[src/rtl/memory_access_controller_pkg.sv]
// Shared types and defaults for the memory access controller: FSM state
// encoding, default bus widths and the wait-timer width helper.
package mac_pkg;

   typedef enum logic [1:0] {
      MAC_IDLE   = 2'd0,
      MAC_ACCESS = 2'd1,
      MAC_RESP   = 2'd2
   } mac_state_t;

   localparam int MAC_ADDR_W  = 16;
   localparam int MAC_DATA_W  = 16;
   localparam int MAC_TIMEOUT = 255;

   // Counter must hold TIMEOUT itself; a disabled timer still needs one bit.
   function automatic int mac_timer_width(input int timeout);
      int w;
      w = $clog2(timeout + 1);
      return (w < 1) ? 1 : w;
   endfunction

endpackage

[src/rtl/memory_access_controller_if.sv]
// Datapath request/response channel plus the memory port, bundled so the
// controller sees one slave view and the driver/memory side one master view.
interface memory_access_controller_if #(
   parameter int ADDR_W = 16,
   parameter int DATA_W = 16
) ();

   logic              req_valid;
   logic              req_ready;
   logic              req_write;
   logic [ADDR_W-1:0] req_addr;
   logic [DATA_W-1:0] req_wdata;
   logic              rsp_valid;
   logic              rsp_ready;
   logic [DATA_W-1:0] rsp_rdata;
   logic              rsp_err;
   logic              mem_en;
   logic              mem_we;
   logic [ADDR_W-1:0] mem_addr;
   logic [DATA_W-1:0] mem_wdata;
   logic [DATA_W-1:0] mem_rdata;
   logic              mem_ack;

   modport slave (
      input  req_valid, req_write, req_addr, req_wdata, rsp_ready, mem_rdata, mem_ack,
      output req_ready, rsp_valid, rsp_rdata, rsp_err, mem_en, mem_we, mem_addr, mem_wdata
   );

   modport master (
      output req_valid, req_write, req_addr, req_wdata, rsp_ready, mem_rdata, mem_ack,
      input  req_ready, rsp_valid, rsp_rdata, rsp_err, mem_en, mem_we, mem_addr, mem_wdata
   );

endinterface

[src/rtl/memory_access_controller_wait_timer.sv]
// Wait-state counter for the ACCESS phase: cleared on request accept,
// counts while enabled, saturates, and flags the last allowed cycle.
module mac_wait_timer
   import mac_pkg::*;
#(
   parameter int TIMEOUT = MAC_TIMEOUT
) (
   input  logic clk,
   input  logic reset,
   input  logic clear_i,
   input  logic enable_i,
   output logic expired_o
);

   localparam int TW = mac_timer_width(TIMEOUT);

   logic [TW-1:0] count_q;

   always_ff @(posedge clk or negedge reset) begin
      if (!reset) begin
         count_q <= '0;
      end else if (clear_i) begin
         count_q <= '0;
      end else if (enable_i && (count_q != {TW{1'b1}})) begin
         count_q <= count_q + TW'(1);
      end
   end

   // Asserted during the TIMEOUT-th ACCESS cycle so the abort lands on its closing edge.
   assign expired_o = (TIMEOUT != 0) && (count_q == TW'(TIMEOUT - 1));

endmodule

[src/rtl/memory_access_controller.sv]
// Single-outstanding memory bus sequencer: IDLE -> ACCESS -> RESP, with the
// MDR capturing read data and a wait-state timeout that reports rsp_err.
module memory_access_controller
   import mac_pkg::*;
#(
   parameter int ADDR_W  = MAC_ADDR_W,
   parameter int DATA_W  = MAC_DATA_W,
   parameter int TIMEOUT = MAC_TIMEOUT
) (
   input logic                       clk,
   input logic                       reset,
   memory_access_controller_if.slave bus
);

   mac_state_t        state_q;
   logic              req_ready_q;
   logic              rsp_valid_q;
   logic              rsp_err_q;
   logic              mem_en_q;
   logic              mem_we_q;
   logic [ADDR_W-1:0] mem_addr_q;
   logic [DATA_W-1:0] mem_wdata_q;
   logic [DATA_W-1:0] mdr_q;

   logic timer_clear;
   logic timer_enable;
   logic timer_expired;

   assign timer_clear  = (state_q == MAC_IDLE) && bus.req_valid;
   assign timer_enable = (state_q == MAC_ACCESS) && !bus.mem_ack;

   mac_wait_timer #(
      .TIMEOUT (TIMEOUT)
   ) u_wait_timer (
      .clk       (clk),
      .reset     (reset),
      .clear_i   (timer_clear),
      .enable_i  (timer_enable),
      .expired_o (timer_expired)
   );

   always_ff @(posedge clk or negedge reset) begin
      if (!reset) begin
         state_q     <= MAC_IDLE;
         req_ready_q <= 1'b1;
         rsp_valid_q <= 1'b0;
         rsp_err_q   <= 1'b0;
         mem_en_q    <= 1'b0;
         mem_we_q    <= 1'b0;
         mem_addr_q  <= '0;
         mem_wdata_q <= '0;
         mdr_q       <= '0;
      end else begin
         case (state_q)
            MAC_IDLE: begin
               if (bus.req_valid) begin
                  mem_addr_q  <= bus.req_addr;
                  mem_wdata_q <= bus.req_wdata;
                  mem_we_q    <= bus.req_write;
                  mem_en_q    <= 1'b1;
                  req_ready_q <= 1'b0;
                  state_q     <= MAC_ACCESS;
               end
            end
            MAC_ACCESS: begin
               // An ack in the expiry cycle still completes the access cleanly.
               if (bus.mem_ack) begin
                  if (!mem_we_q) begin
                     mdr_q <= bus.mem_rdata;
                  end
                  rsp_err_q   <= 1'b0;
                  mem_en_q    <= 1'b0;
                  mem_we_q    <= 1'b0;
                  rsp_valid_q <= 1'b1;
                  state_q     <= MAC_RESP;
               end else if (timer_expired) begin
                  rsp_err_q   <= 1'b1;
                  mem_en_q    <= 1'b0;
                  mem_we_q    <= 1'b0;
                  rsp_valid_q <= 1'b1;
                  state_q     <= MAC_RESP;
               end
            end
            MAC_RESP: begin
               if (bus.rsp_ready) begin
                  rsp_valid_q <= 1'b0;
                  rsp_err_q   <= 1'b0;
                  req_ready_q <= 1'b1;
                  state_q     <= MAC_IDLE;
               end
            end
            default: begin
               rsp_valid_q <= 1'b0;
               rsp_err_q   <= 1'b0;
               mem_en_q    <= 1'b0;
               mem_we_q    <= 1'b0;
               req_ready_q <= 1'b1;
               state_q     <= MAC_IDLE;
            end
         endcase
      end
   end

   assign bus.req_ready = req_ready_q;
   assign bus.rsp_valid = rsp_valid_q;
   assign bus.rsp_err   = rsp_err_q;
   assign bus.rsp_rdata = mdr_q;
   assign bus.mem_en    = mem_en_q;
   assign bus.mem_we    = mem_we_q;
   assign bus.mem_addr  = mem_addr_q;
   assign bus.mem_wdata = mem_wdata_q;

endmodule

[src/flat_wrapper.sv]
// flat-port wrapper written by rule: the top's interface ports become plain ports
module memory_access_controller_flat import mac_pkg::*;
#(
   parameter int ADDR_W  = MAC_ADDR_W,
   parameter int DATA_W  = MAC_DATA_W,
   parameter int TIMEOUT = MAC_TIMEOUT
)
  (clk, reset, bus_req_valid, bus_req_write, bus_req_addr, bus_req_wdata, bus_rsp_ready, bus_mem_rdata, bus_mem_ack, bus_req_ready, bus_rsp_valid, bus_rsp_rdata, bus_rsp_err, bus_mem_en, bus_mem_we, bus_mem_addr, bus_mem_wdata);
  memory_access_controller_if #(.ADDR_W(ADDR_W), .DATA_W(DATA_W)) bus_i ();
  input logic clk;
  input logic reset;
  input wire logic [$bits(bus_i.req_valid)-1:0] bus_req_valid;
  input wire logic [$bits(bus_i.req_write)-1:0] bus_req_write;
  input wire logic [$bits(bus_i.req_addr)-1:0] bus_req_addr;
  input wire logic [$bits(bus_i.req_wdata)-1:0] bus_req_wdata;
  input wire logic [$bits(bus_i.rsp_ready)-1:0] bus_rsp_ready;
  input wire logic [$bits(bus_i.mem_rdata)-1:0] bus_mem_rdata;
  input wire logic [$bits(bus_i.mem_ack)-1:0] bus_mem_ack;
  output wire logic [$bits(bus_i.req_ready)-1:0] bus_req_ready;
  output wire logic [$bits(bus_i.rsp_valid)-1:0] bus_rsp_valid;
  output wire logic [$bits(bus_i.rsp_rdata)-1:0] bus_rsp_rdata;
  output wire logic [$bits(bus_i.rsp_err)-1:0] bus_rsp_err;
  output wire logic [$bits(bus_i.mem_en)-1:0] bus_mem_en;
  output wire logic [$bits(bus_i.mem_we)-1:0] bus_mem_we;
  output wire logic [$bits(bus_i.mem_addr)-1:0] bus_mem_addr;
  output wire logic [$bits(bus_i.mem_wdata)-1:0] bus_mem_wdata;
  assign bus_i.req_valid = bus_req_valid;
  assign bus_i.req_write = bus_req_write;
  assign bus_i.req_addr = bus_req_addr;
  assign bus_i.req_wdata = bus_req_wdata;
  assign bus_i.rsp_ready = bus_rsp_ready;
  assign bus_i.mem_rdata = bus_mem_rdata;
  assign bus_i.mem_ack = bus_mem_ack;
  assign bus_req_ready = bus_i.req_ready;
  assign bus_rsp_valid = bus_i.rsp_valid;
  assign bus_rsp_rdata = bus_i.rsp_rdata;
  assign bus_rsp_err = bus_i.rsp_err;
  assign bus_mem_en = bus_i.mem_en;
  assign bus_mem_we = bus_i.mem_we;
  assign bus_mem_addr = bus_i.mem_addr;
  assign bus_mem_wdata = bus_i.mem_wdata;
  memory_access_controller #(.ADDR_W(ADDR_W), .DATA_W(DATA_W), .TIMEOUT(TIMEOUT)) u_core (.clk(clk), .reset(reset), .bus(bus_i));
endmodule
[config.mk]
export PLATFORM = sky130hd
export DESIGN_NAME = memory_access_controller_flat
export DESIGN_NICKNAME = d
export VERILOG_FILES = /design/src/rtl/memory_access_controller_pkg.sv /design/src/rtl/memory_access_controller_if.sv /design/src/rtl/memory_access_controller_wait_timer.sv /design/src/rtl/memory_access_controller.sv /design/src/flat_wrapper.sv
export SDC_FILE = /design/constraint.sdc
export NUM_CORES = 1
export LEC_CHECK = 0
export ABC_CLOCK_PERIOD_IN_PS = 3830
export CORE_UTILIZATION = 40
export DETAILED_ROUTE_END_ITERATION = 10
export HOLD_SLACK_MARGIN = 0.1
export PLACE_DENSITY = 0.85
export SETUP_SLACK_MARGIN = 0.05
export SYNTH_ARGS = -nofsm -noshare
export SYNTH_HDL_FRONTEND = slang
export SYNTH_SLANG_ARGS = --single-unit
export TNS_END_PERCENT = 1
[constraint.sdc]
create_clock -name clk -period 3.83 [get_ports clk]
set_input_delay 0.766 -clock clk [delete_from_list [all_inputs] [get_ports clk]]
set_output_delay 0.766 -clock clk [all_outputs]
set_load 0.05 [all_outputs]
* Word level (Yosys, flattened, before mapping) *
Index checks and enable logic that the tools add are counted.

storage, ports and cells
  register bits after elaboration = 63
  input port bits = 54
  output and inout port bits = 53
  word-level logic and storage cells = 56

operators by class
  add/sub/neg operators = 1
  eq/ne operators = 7
  multiplexer cells = 22
  bitwise gates (word level) = 4
  reduce and logical (&&, ||, !) cells = 12

operator list
  operator             number
  $mux 8               2
  $pmux 1 s3           5
  $reduce_and 3->1     5
  $mux 1               10
  $add 8x1->8 const B  1
  $eq 8x8->1 const B   1
  $mux 2               4
  $ne 8x8->1 const B   1
  $pmux 2 s3           1
  $ne 2x2->1 const B   2
  $not 1->1            4
  $logic_and 1x1->1    3
  $ne 3x2->1 const B   1
  $eq 2x1->1 const B   1
  $eq 2x2->1 const B   1
  $logic_not 2->1      1
  $reduce_and 2->1     1
  $reduce_bool 2->1    1
  $logic_not 1->1      1

* Depth between registers and ports, before layout *
  depth in word-level cells = 5
  depth in mapped cells = 6
  mapped depth without buffers = 5

* Hierarchy *
From an unflattened synthesis, not the netlist that was laid out.

unflattened totals
  cell total of the unflattened synthesis = 187
  area total of the unflattened synthesis = 2748.9 um^2

by module, submodules not included
  module                    instances  cells an instance  area an instance (um^2)  seq. area each (um^2)
  memory_access_controller  1          134                2253.4                   1377.6
  mac_wait_timer            1          53                 495.5                    200.2

* Least setup slack after synthesis *
No wires, ideal clock.

  kind = input to register
  start point = in bus_mem_ack
  end point = reg u_core.u_wait_timer.count_q[7]
  library setup time = 0.123 ns
  data arrival time = 1.719 ns
  data required time = 3.707 ns
  slack = 1.988 ns
  cell stages on the path = 5
  buffers on the path = 1
  cell sequence = or3b_1 buf_6 a2111oi_4 nand3_2 mux2i_1

between the ends
  word-level cells in the longest chain between the ends = 4

ends and longest elaborated chain
  what                         RTL line                                   text
  start: declaration           flat_wrapper.sv:18                         input wire logic [$bits(bus_i.mem_ack)-1:0] bus_mem_ack;
  $logic_not 1->1              memory_access_controller.sv:30             assign timer_enable = (state_q == MAC_ACCESS) && !bus.mem_ack;
  $logic_and 1x1->1            memory_access_controller.sv:30
  $logic_and 1x1->1            memory_access_controller_wait_timer.sv:24  end else if (enable_i && (count_q != {TW{1'b1}})) begin
  $reduce_bool 2->1 (no line)  n/a
  end signal: assignment       memory_access_controller_wait_timer.sv:25  count_q <= count_q + TW'(1);
  end: declaration             memory_access_controller_wait_timer.sv:17  logic [TW-1:0] count_q;

Every way passes these cells.
A chain may end at the register's enable or synchronous reset.

* Worst setup path in the final report *
  start point = reg u_core.req_ready_q, in the netlist u_core.bus.req_ready
  end point = out bus_req_ready

RTL lines
  what                      RTL line                        text
  start: declaration        memory_access_controller.sv:16  logic req_ready_q;
  start signal: assignment  memory_access_controller.sv:45  req_ready_q <= 1'b1;
  start signal: assignment  memory_access_controller.sv:61  req_ready_q <= 1'b0;
  start signal: assignment  memory_access_controller.sv:88  req_ready_q <= 1'b1;
  end: declaration          flat_wrapper.sv:19              output wire logic [$bits(bus_i.req_ready)-1:0] bus_req_ready;

No word-level cell between the ends.

==> metrics <==
status finished, final reports clean; Crit Path Max Fanout 3; initial antenna violation count 0; CTS root buf clkbuf_8; Leakage Power ~1.8 nW; worst r2r src u_core.state_q[1]; CTS Hold Buffers Added 0; Final Slew Violations 0; Die Span Y just over 80 µm; post-detailed-route via-to-cell ratio between 4 and 5; fillcell total 500; Arr. time, crit path 1.67 ns; Clock Skews 0.00506 ns; CP top delay family buffers and inverters; Ant. Diodes 0; flop-to-flop setup slack 1.95 ns; fin crit share between 60 and 70%; CP Capture Type output port; R2R depth 5; Die Area ~6800 µm²; grt ovf 0; Worst Hold Launch u_core.bus.mem_wdata[5]; area growth from synthesis to layout 52.3%; clk sinks 63; Setup TNS 0 ns; Hold Slack around 0.47 ns; post-CTS setup buffer count 0; CTS resizes 0; routing usage on met3 6.26%; reg-to-reg endpoint u_core.bus.mem_wdata[10]; Site Rows 29; final core utilization 62.8%; kind of critical path flip-flop to output port; Yosys top cell by area dfrtp_1; GR Util met1 between 20% and 30%; met2 Use GR 28.5%; Max-slew headroom between 30 and 40%; GRT Total Usage 17.5%; vias in the first global route between 1500 and 2000; pwr dens 996 nW/µm²; Data required, critical path around 3.1 ns; Initial Util 41.2%; max incr delay on CP 0.80 ns; largest net degree at the start of global routing 43; CTS tree done; ANT nets after route 0; post-DR wirelength/cell ~13 µm; share of cells above drive strength 1 13.6%; io pins 107; synthesized area 2600 µm²; synth unique cells 33; global routing's busiest layer met2; top cell type's share of synthesized area 59.6%; Startpoint Class flip-flop; highest clock rate 411 MHz; Reg clk slew, reported paths around 0.070 ns; Die X 82.6 µm; Critical Path, Cell by Cell clkdlybuf4s50_1; hpwl dp slightly above 4 mm; clock buffer depth 2; total power 3.95 mW; Register Area between 1500 and 2000 µm²; nets 410; hold path depth 2; Remaining DRCs 0; setup violators final 0; starting DRC count in detailed routing 85; first-pass GRT wire length 8.74 mm; max-cap violation count 0; DRT Pass-1 Iters 4; pre-CTS setup slack 1.19 ns; syn_nets 303; H-tree depth 3; Tmin final 2.43 ns; Hold Vio Cnt, Final 0; top cells by area, synth dfrtp_1 60%, nand2_1 15%, mux2_2 6.9%, buf_2 2.3%, xnor2_1 1.3%; syn avg cell area 10.5 µm²; maximum VDD drop 0.750 mV; Mapped Cells 247; synth warn 0; final worst slack 1.40 ns; core area 6310 µm²; drt total wl ~5.7 mm; Seq/Total Area, Yosys 60.7%; register bit count reported by yosys 63; routability cong. 0.749; total number of vias 2063; RSZ-0062 raised after global routing false; Multi-input gate area slightly above 900 µm²; CTS Buf Count 9; Hold Crit Class flip-flop to flip-flop; IO Port Bufs 106; Worst Hold End u_core.bus.mem_wdata[5]; slew at the pin closest to its max-slew limit 0.956 ns; Crit-path slowest cell clkdlybuf4s50_1; Worst-Skew Late Latency 0.33 ns; WP buf/inv 1
kinds of logic (layout without fill, tap and decap cells):
logic type | after synthesis | count (layout) | share of synthesized area, %
and+or+nand+nor | 126 | 126 | 21.0
buffers and inverters | 18 | 130 | 3.46
xor gates and xnor gates | 4 | 4 | 1.35
DFF | 63 | 63 | 60.7
adders and majority gates | 2 | 2 | 0.962
muxes | 17 | 17 | 7.31
AOI/OAI and AO/OA | 17 | 17 | 5.24
synth_stat cells, drive strengths merged:
master / instances
a2111oi: 1
a211oi: 1
a21o: 2
a21oi: 3
a41o: 1
and2b: 1
and3: 1
and4: 2
buf: 13
dfrtp: 62
dfstp: 1
ha: 2
inv: 5
mux2: 16
mux2i: 1
nand2: 101
nand2b: 1
nand3: 6
nor2: 9
nor2b: 1
nor3b: 1
nor4b: 1
o211ai: 1
o21ai: 4
o22a: 1
o22ai: 2
o31ai: 1
or2b: 1
or3b: 1
xnor2: 4
registers in the layout, summed over array words and instances (netlist names):
| register | count |
|---|---|
| u_core.bus.rsp_err | 1 |
| u_core.bus.mem_we | 1 |
| u_core.bus.mem_wdata | 16 |
| u_core.bus.mem_addr | 16 |
| u_core.bus.rsp_rdata | 16 |
| u_core.u_wait_timer.count_q | 8 |
| u_core.bus.req_ready | 1 |
| u_core.state_q | 2 |
| u_core.bus.rsp_valid | 1 |
| u_core.bus.mem_en | 1 |
report_power, final:
group	switching [mW]	internal (mW)
sequential	0.176	0.962
combinational	1.38	0.713
clock	0.246	0.468
total	1.80	2.14
tightest hold or removal path, cell delays in order (launching register included):
cell and delay, ns:
dfrtp_1 0.34, nand2_1 0.05, nand2_1 0.05
how the worst max path moves through the flow:
stage,cells past startpoint,end,slack (ns),from
2_1_floorplan,5,u_core.u_wait_timer.count_q[7],1.99,bus_mem_ack
3_3_place_gp,6,u_core.bus.mem_addr[15],1.25,bus_req_valid
3_5_place_dp,6,u_core.bus.mem_wdata[10],1.19,bus_req_valid
4_1_cts,1,bus_req_ready,1.37,u_core.bus.req_ready
5_1_grt,1,bus_req_ready,1.35,u_core.bus.req_ready
6_report,1,bus_req_ready,1.40,u_core.bus.req_ready
cells in the final DEF, fill, tap and decap left out, types with 2 or more instances in the layout:
cell	count
buf_4	3
o22ai_1	2
bufinv_16	3
inv_1	5
clkdlybuf4s50_1	105
and4_1	2
nor2_2	2
o21ai_0	4
nand3_1	5
ha_1	2
nor2_1	7
a21oi_1	3
clkbuf_8	11
dfrtp_1	62
mux2_2	16
xnor2_1	4
a21o_2	2
nand2_1	101
stage by stage:
step / instances / area [µm²]
CTS: 436 / 3960
floorplan: 247 / 2600
global placement: 420 / 3710
finish: 436 / 3960
global route: 436 / 3960
detailed placement: 420 / 3710
per-layer routing:
metal | up-vias | wire [µm]
li1 | 1015 | -
met1 | 969 | 2490
met2 | 72 | 2710
met3 | 7 | 433
met4 | 0 | 66
met5 | - | 0
area by class of cell:
| class | count | area share, % |
|---|---|---|
| timing repair buffer | 109 | 27.2 |
| multi-input combinational | 166 | 23.6 |
| sequential | 63 | 39.8 |
| inverter | 5 | 0.474 |
| clock buffer | 11 | 3.82 |
| clock inverter | 5 | 2.62 |
| tap | 77 | 2.43 |
Power figures use the tool's default switching activity.
